`config.mk`:
```
export PLATFORM = sky130hd
export DESIGN_NAME = seed_random_2_deal_controller
export DESIGN_NICKNAME = d
export VERILOG_FILES = /design/src/rtl/seed_random_2_pkg.sv /design/src/rtl/seed_random_2_hand_accum.sv /design/src/rtl/seed_random_2_deal_controller.sv
export SDC_FILE = /design/constraint.sdc
export NUM_CORES = 1
export LEC_CHECK = 0
export CAP_MARGIN = 0
export CELL_PAD_IN_SITES_DETAIL_PLACEMENT = 1
export CELL_PAD_IN_SITES_GLOBAL_PLACEMENT = 1
export CORE_ASPECT_RATIO = 1.75
export CORE_MARGIN = 2
export CORE_UTILIZATION = 30
export DETAILED_ROUTE_END_ITERATION = 8
export PLACE_DENSITY = 0.6
export SYNTH_ARGS = -nofsm -noshare
export SYNTH_HDL_FRONTEND = slang
export SYNTH_SLANG_ARGS = --single-unit
```
`constraint.sdc`:
```
create_clock -name clk_dc_i -period 4.3 [get_ports clk_dc_i]
set_input_delay 0.645 -clock clk_dc_i [delete_from_list [all_inputs] [get_ports clk_dc_i]]
set_output_delay 0.645 -clock clk_dc_i [all_outputs]
set_load 0.01 [all_outputs]
```
`src/rtl/seed_random_2_pkg.sv`:
```
`default_nettype none
// ============================================================================
// Module   : seed_random_2_pkg
// Purpose  : Shared encodings and card-value helper for the blackjack deal
//            controller and its hand accumulators.
// Revision : 1.0 - initial release
// ============================================================================
package seed_random_2_pkg;

    // Controller states
    localparam logic [2:0] S_IDLE    = 3'd0;
    localparam logic [2:0] S_DEAL    = 3'd1;
    localparam logic [2:0] S_REQ     = 3'd2;
    localparam logic [2:0] S_CAPT    = 3'd3;
    localparam logic [2:0] S_P_WAIT  = 3'd4;
    localparam logic [2:0] S_D_CHECK = 3'd5;
    localparam logic [2:0] S_RESULT  = 3'd6;

    // Round outcome as presented on result_o
    typedef enum logic [1:0] {
        RES_NONE   = 2'b00,
        RES_PLAYER = 2'b01,
        RES_DEALER = 2'b10,
        RES_PUSH   = 2'b11
    } result_e;

    // Which hand the card currently being fetched belongs to
    typedef enum logic {
        TGT_PLAYER = 1'b0,
        TGT_DEALER = 1'b1
    } target_e;

    localparam logic [4:0] ACE_HIGH   = 5'd11;
    localparam logic [4:0] FACE_VALUE = 5'd10;

    // Point value of a valid rank (1..13); an ace is always first counted high
    function automatic logic [4:0] card_value(input logic [3:0] rank);
        logic [4:0] value;
        if (rank == 4'd1) begin
            value = ACE_HIGH;
        end else if (rank >= 4'd11) begin
            value = FACE_VALUE;
        end else begin
            value = {1'b0, rank};
        end
        return value;
    endfunction

endpackage
`default_nettype wire

```
`src/rtl/seed_random_2_hand_accum.sv`:
```
`default_nettype none
// ============================================================================
// Module   : seed_random_2_hand_accum
// Purpose  : One blackjack hand: running total plus count of aces still
//            valued at 11, with a single soft-ace correction per card.
// Revision : 1.0 - initial release
// ============================================================================
module seed_random_2_hand_accum
    import seed_random_2_pkg::*;
#(
    parameter int BLACKJACK = 21
) (
    input  logic       clk_i,
    input  logic       rst_ni,
    input  logic       clear_i,
    input  logic       accept_en_i,
    input  logic [3:0] rank_i,
    output logic [5:0] total_o,
    output logic [5:0] next_total_o
);

    localparam logic [5:0] BJ_TOTAL = 6'(BLACKJACK);

    logic [5:0] total_q, total_d;
    // Two soft aces always exceed 21 and get corrected, so at most one
    // remains soft after any card; two bits cover the transient sum.
    logic [1:0] soft_q, soft_d;

    logic       w_is_ace;
    logic [1:0] w_soft_sum;
    logic [5:0] w_sum;

    // Add the card value, then demote one soft ace if that busts the hand
    always_comb begin
        w_is_ace   = (rank_i == 4'd1);
        w_soft_sum = soft_q + {1'b0, w_is_ace};
        w_sum      = total_q + {1'b0, card_value(rank_i)};
        total_d    = w_sum;
        soft_d     = w_soft_sum;
        if ((w_sum > BJ_TOTAL) && (w_soft_sum != 2'd0)) begin
            total_d = w_sum - {1'b0, FACE_VALUE};
            soft_d  = w_soft_sum - 2'd1;
        end
    end

    // Hand registers: cleared at round start, updated on each accepted card
    always_ff @(posedge clk_i or negedge rst_ni) begin
        if (!rst_ni) begin
            total_q <= 6'd0;
            soft_q  <= 2'd0;
        end else if (clear_i) begin
            total_q <= 6'd0;
            soft_q  <= 2'd0;
        end else if (accept_en_i) begin
            total_q <= total_d;
            soft_q  <= soft_d;
        end
    end

    assign total_o      = total_q;
    assign next_total_o = total_d;

endmodule
`default_nettype wire

```
`src/rtl/seed_random_2_deal_controller.sv`:
```
`default_nettype none
// ============================================================================
// Module   : seed_random_2_deal_controller
// Purpose  : Blackjack round sequencer. Requests cards from the random card
//            counter, filters invalid ranks, keeps both hands and decides
//            the outcome.
// Revision : 1.0 - initial release
// ============================================================================
module seed_random_2_deal_controller
    import seed_random_2_pkg::*;
#(
    parameter int CARD_W       = 8,
    parameter int DEALER_STAND = 17,
    parameter int BLACKJACK    = 21
) (
    input  logic              clk_dc_i,
    input  logic              rst_dc_i,
    input  logic              start_i,
    input  logic              hit_i,
    input  logic              stand_i,
    input  logic [CARD_W-1:0] card_i,
    output logic              req_card_o,
    output logic [5:0]        player_total_o,
    output logic [5:0]        dealer_total_o,
    output logic [3:0]        last_rank_o,
    output logic              busy_o,
    output logic              result_valid_o,
    output logic [1:0]        result_o
);

    localparam logic [5:0] BJ_TOTAL    = 6'(BLACKJACK);
    localparam logic [5:0] STAND_TOTAL = 6'(DEALER_STAND);

    logic [2:0] state_q, state_d;
    target_e    target_q, target_d;
    logic [2:0] deal_idx_q, deal_idx_d;   // 0..3 while dealing, 4 afterwards
    result_e    result_q, result_d;
    logic [3:0] last_rank_q;

    logic       w_rank_ok;
    logic       w_accept;
    logic       w_clear;
    logic [3:0] w_rank;
    logic [5:0] w_player_total, w_dealer_total;
    logic [5:0] w_player_next, w_dealer_next;
    logic       unused_card_bits;

    assign w_rank           = card_i[3:0];
    assign unused_card_bits = ^card_i[CARD_W-1:4];
    assign w_rank_ok        = (w_rank != 4'd0) && (w_rank <= 4'd13);
    assign w_accept         = (state_q == S_CAPT) && w_rank_ok;
    assign w_clear          = ((state_q == S_IDLE) || (state_q == S_RESULT)) && start_i;

    seed_random_2_hand_accum #(.BLACKJACK(BLACKJACK)) u_player_hand (
        .clk_i        (clk_dc_i),
        .rst_ni       (rst_dc_i),
        .clear_i      (w_clear),
        .accept_en_i  (w_accept && (target_q == TGT_PLAYER)),
        .rank_i       (w_rank),
        .total_o      (w_player_total),
        .next_total_o (w_player_next)
    );

    seed_random_2_hand_accum #(.BLACKJACK(BLACKJACK)) u_dealer_hand (
        .clk_i        (clk_dc_i),
        .rst_ni       (rst_dc_i),
        .clear_i      (w_clear),
        .accept_en_i  (w_accept && (target_q == TGT_DEALER)),
        .rank_i       (w_rank),
        .total_o      (w_dealer_total),
        .next_total_o (w_dealer_next)
    );

    // Round sequencing: next state, card target, deal position and outcome
    always_comb begin
        state_d    = state_q;
        target_d   = target_q;
        deal_idx_d = deal_idx_q;
        result_d   = result_q;
        case (state_q)
            S_IDLE, S_RESULT: begin
                if (start_i) begin
                    state_d    = S_DEAL;
                    deal_idx_d = 3'd0;
                    result_d   = RES_NONE;
                end
            end
            S_DEAL: begin
                state_d  = S_REQ;
                target_d = TGT_PLAYER;
            end
            S_REQ: begin
                state_d = S_CAPT;
            end
            S_CAPT: begin
                if (!w_rank_ok) begin
                    // Invalid rank: ask again for the same hand
                    state_d = S_REQ;
                end else if (deal_idx_q < 3'd3) begin
                    // Deal cards are fetched back to back, alternating P/D
                    deal_idx_d = deal_idx_q + 3'd1;
                    target_d   = deal_idx_q[0] ? TGT_PLAYER : TGT_DEALER;
                    state_d    = S_REQ;
                end else if (deal_idx_q == 3'd3) begin
                    // Last deal card is the dealer's, so the player total is final
                    deal_idx_d = 3'd4;
                    state_d    = (w_player_total == BJ_TOTAL) ? S_D_CHECK : S_P_WAIT;
                end else if (target_q == TGT_PLAYER) begin
                    if (w_player_next > BJ_TOTAL) begin
                        state_d  = S_RESULT;
                        result_d = RES_DEALER;
                    end else if (w_player_next == BJ_TOTAL) begin
                        state_d = S_D_CHECK;
                    end else begin
                        state_d = S_P_WAIT;
                    end
                end else begin
                    state_d = S_D_CHECK;
                end
            end
            S_P_WAIT: begin
                if (stand_i) begin
                    state_d = S_D_CHECK;
                end else if (hit_i) begin
                    state_d  = S_REQ;
                    target_d = TGT_PLAYER;
                end
            end
            S_D_CHECK: begin
                if (w_dealer_total < STAND_TOTAL) begin
                    state_d  = S_REQ;
                    target_d = TGT_DEALER;
                end else begin
                    state_d = S_RESULT;
                    if ((w_dealer_total > BJ_TOTAL) || (w_player_total > w_dealer_total)) begin
                        result_d = RES_PLAYER;
                    end else if (w_dealer_total > w_player_total) begin
                        result_d = RES_DEALER;
                    end else begin
                        result_d = RES_PUSH;
                    end
                end
            end
            default: begin
                state_d = S_IDLE;
            end
        endcase
    end

    // Controller state registers
    always_ff @(posedge clk_dc_i or negedge rst_dc_i) begin
        if (!rst_dc_i) begin
            state_q    <= S_IDLE;
            target_q   <= TGT_PLAYER;
            deal_idx_q <= 3'd0;
            result_q   <= RES_NONE;
        end else begin
            state_q    <= state_d;
            target_q   <= target_d;
            deal_idx_q <= deal_idx_d;
            result_q   <= result_d;
        end
    end

    // Rank of the most recently accepted card
    always_ff @(posedge clk_dc_i or negedge rst_dc_i) begin
        if (!rst_dc_i) begin
            last_rank_q <= 4'd0;
        end else if (w_accept) begin
            last_rank_q <= w_rank;
        end
    end

    assign req_card_o     = (state_q == S_REQ);
    assign player_total_o = w_player_total;
    assign dealer_total_o = w_dealer_total;
    assign last_rank_o    = last_rank_q;
    assign busy_o         = (state_q != S_IDLE) && (state_q != S_RESULT);
    assign result_valid_o = (state_q == S_RESULT);
    assign result_o       = result_q;

endmodule
`default_nettype wire

```
==> results of run 1 <==
-- cell families (layout without fill, tap and decap cells) --
group / count (synthesis) / after routing
compound gates: 95 / 95
xor+xnor: 15 / 15
fa+ha+maj: 24 / 24
buf+inv: 34 / 75
flops: 29 / 29
mux: 6 / 6
simple gates: 117 / 117
-- final timing paths --
check                                      endpoint  depth (start not counted)
max                                     result_o[1]                         13
min                                  last_rank_o[1]                          1
max reg2reg                             result_o[1]                         10
min reg2reg                          last_rank_o[1]                          1
max in group asynchronous             deal_idx_q[2]                          2
min in group asynchronous  u_dealer_hand.total_o[0]                          1
-- worst max-delay path: stages --
cell and delay (ns):
clkdlybuf4s50_1 0.52, o21ai_0 0.10, and2_1 0.22, ha_1 0.23
fa_1 0.42, xor2_1 0.27, inv_1 0.11, ha_1 0.27
and3_1 0.16, or4_1 0.49, o221a_1 0.34, nor2b_4 0.15
a221o_1 0.25
-- final cells by class --
class	count	area [µm²]
Clock buffer	7	143
Multi-Input combinational cell	257	1780
Fill cell	1038	5320
Timing Repair Buffer	47	425
Inverter	21	78.8
Tap cell	117	146
Sequential cell	29	726
-- per-stage QoR --
stage                     area [µm²]  setup WS (ns)  power (µW)  hold slack (ns)
after floorplan                 2640          0.466        1700            0.349
after global placement          3160        -0.0223        2320            0.488
after detailed placement        3160        -0.0257        2340            0.496
after CTS                       3300          0.262        2710            0.516
after global routing            3300          0.142        2930            0.530
final                           3300          0.296        2670            0.506
-- state kept, by name, summed over array words and instances, names as in the netlist --
signal                 count
u_dealer_hand.total_o      6
state_q                    3
deal_idx_q                 3
last_rank_o                4
u_player_hand.soft_q       2
u_player_hand.total_o      6
u_dealer_hand.soft_q       2
target_q                   1
result_o                   2
-- power breakdown --
part	switching, µW	total (µW)	internal (µW)
logic	953	1740	790
registers	185	580	395
clock network	119	346	227
total	1260	2670	1410
-- layout by cell type (no fill, tap or decap), types with 4 or more instances in the layout --
cell,instances
o21ai_0,23
nand3_1,18
a21oi_1,17
ha_1,22
nand4_1,4
dfrtp_1,29
clkdlybuf4s50_1,29
nand2b_1,4
xor2_1,4
a221oi_1,4
nor4_1,5
xnor2_1,10
nor2b_1,6
buf_4,18
a21o_1,5
a31oi_1,4
nor2_1,29
nor3_1,4
mux2_2,5
o211ai_1,5
nand2_1,27
and2_1,4
inv_1,21
clkbuf_16,5
-- per-layer routing --
layer / share of wire / vias to the layer above / global-route usage
met3: 0.020 / 14 / 0.0267
met2: 0.56 / 35 / 0.351
met5: 0 / - / 0
li1: - / 1259 / -
met1: 0.40 / 1243 / 0.212
met4: 0.030 / 0 / 0.0830
==> results.py, run 1 <==
metrics = {
    "floorplan": {
        "fp.dieH_um": 128,
        "rows": 45,
        "core_area_um2": 8610,
        "ios": 34,
        "start_util": 0.306,
        "fp.dieArea_um2": 9580,
        "fp.dieW_um": 74.8,
    },
    "global_route": {
        "grt_usage": 0.193,
        "grt_max_degree": 24,
        "grt_pass1_vias": 2639,
        "grt-ovfl-total": 0,
        "antenna_found_initial": 0,
        "grt_first_pass_wirelength_mm": 13.7,
    },
    "synthesis": {
        "syn_avg_cell_area_um2": 8.23,
        "synth_edf_count": 0,
        "synthAdderAreaFrac": 0.120,
        "yosysUniqueCellTypes": 60,
        "ys_seq_area_frac": 0.275,
        "syn_area_um2": 2640,
        "synth_top_family_by_area": "compound AO/OA/AOI/OAI gates",
        "synth_xor_area_frac": 0.0527,
        "synth_compound_area_frac": 0.254,
        "synth_commonest_cells": "dfrtp_1, nor2_1, nand2_1",
        "yosys-top-cells-area": "dfrtp_1, ha_1, o21ai_0",
        "synth_top_flop_cell": "dfrtp_1",
        "yosysWarnings": 0,
        "synth_fp_nets": 357,
        "async_flop_share": 1.00,
        "netlist.area_leader.share": 0.275,
        "ys_ff_latch": 29,
        "synth-simple-area-share": 0.224,
        "synth_cells": 320,
        "synthMuxAreaShare": 0.0252,
        "yosysTopAreaCell": "dfrtp_1",
    },
    "cts": {
        "cts_root_buf": "clkbuf_16",
        "cts_resized": 0,
        "clkTransAtPathRegs_ns": 0.05,
        "cts_setup_buffers": 0,
        "cts.path.max_buffers": 2,
        "htreeDepth": 2,
        "cts_tree": "built",
        "cts.sinks": 29,
        "clock_latency_ns": 0.28,
        "holdBufCountCts": 0,
        "numCtsBuffers": 5,
    },
    "final_layout": {
        "final_util": 0.383,
        "drive_above_1_share": 0.108,
        "antenna_cells": 0,
        "area_growth_pct": 25.2,
        "nets": 398,
        "instances_no_fill": 478,
    },
    "status": {
        "status": "finished clean",
    },
    "hold_path": {
        "min_path_type": "flop to flop",
        "hold_path_startpoint": "last_rank_o[1]",
    },
    "setup_path": {
        "cp.arrival_ns": 4.17,
        "endpoint_kind": "flop",
        "worstPathRequired_ns": 4.46,
        "regToRegStartpoint": "u_player_hand.total_o[0]",
        "crit_fanout": 4,
        "reg2reg_slack_ns": 1.02,
        "cp-startpoint": "card_i[2]",
        "critPathKind": "input pin to flop",
        "setup.worst_path.start_class": "input pin",
    },
    "job": {
        "cap_violations": 0,
    },
    "timing": {
        "period_needed_ns": 4.00,
        "setup-violations-final": 0,
        "hold_viol_final": 0,
        "tightest_slew_ns": 0.889,
        "rsz0062_at_grt": "no",
        "finalClockSkew_ns": 0.00639,
        "max_freq_ghz": 0.250,
        "relSlewSlack": 0.403,
        "finalSetupTns_ns": 0,
        "timing.final.crit_share": 0.931,
        "final_max_slew_viol_count": 0,
    },
    "routing": {
        "vias": 2551,
        "drc": 0,
        "drt_first_pass_iters": 4,
        "drtIter0Drc": 69,
        "routed_wl_mm": 8.40,
        "ant_nets": 0,
        "wl_per_cell_um": 17.6,
        "via_per_inst": 5.34,
    },
    "place": {
        "dp.cells": 471,
        "dp_hpwl_mm": 6.67,
        "port_buffers": 29,
        "gp_congestion": 0.865,
    },
    "power_and_ir_drop": {
        "power.density_nw_per_um2": 809,
        "peakVddDrop_uv": 355,
        "p_leak_uw": 0.00143,
    },
}
Power figures use the tool's default switching activity.
==> run 2: changes to the inputs <==
Settings changed: SKIP_LAST_GASP from default to 1.
==> results of run 2 <==
Final layout, timing and power as in run 1 (identical DEF).
==> run 3: changes to the inputs <==
--- a/constraint.sdc
+++ b/constraint.sdc
@@ -3,2 +3,2 @@
 set_output_delay 0.645 -clock clk_dc_i [all_outputs]
-set_load 0.01 [all_outputs]
+set_load 0.05 [all_outputs]
==> results of run 3 <==
The final DEF is identical to that of run 1. Status: finished clean.
Main changes from that run: total power 2670 µW -> 2940 µW; worst IR drop on VDD 355 µV -> 361 µV
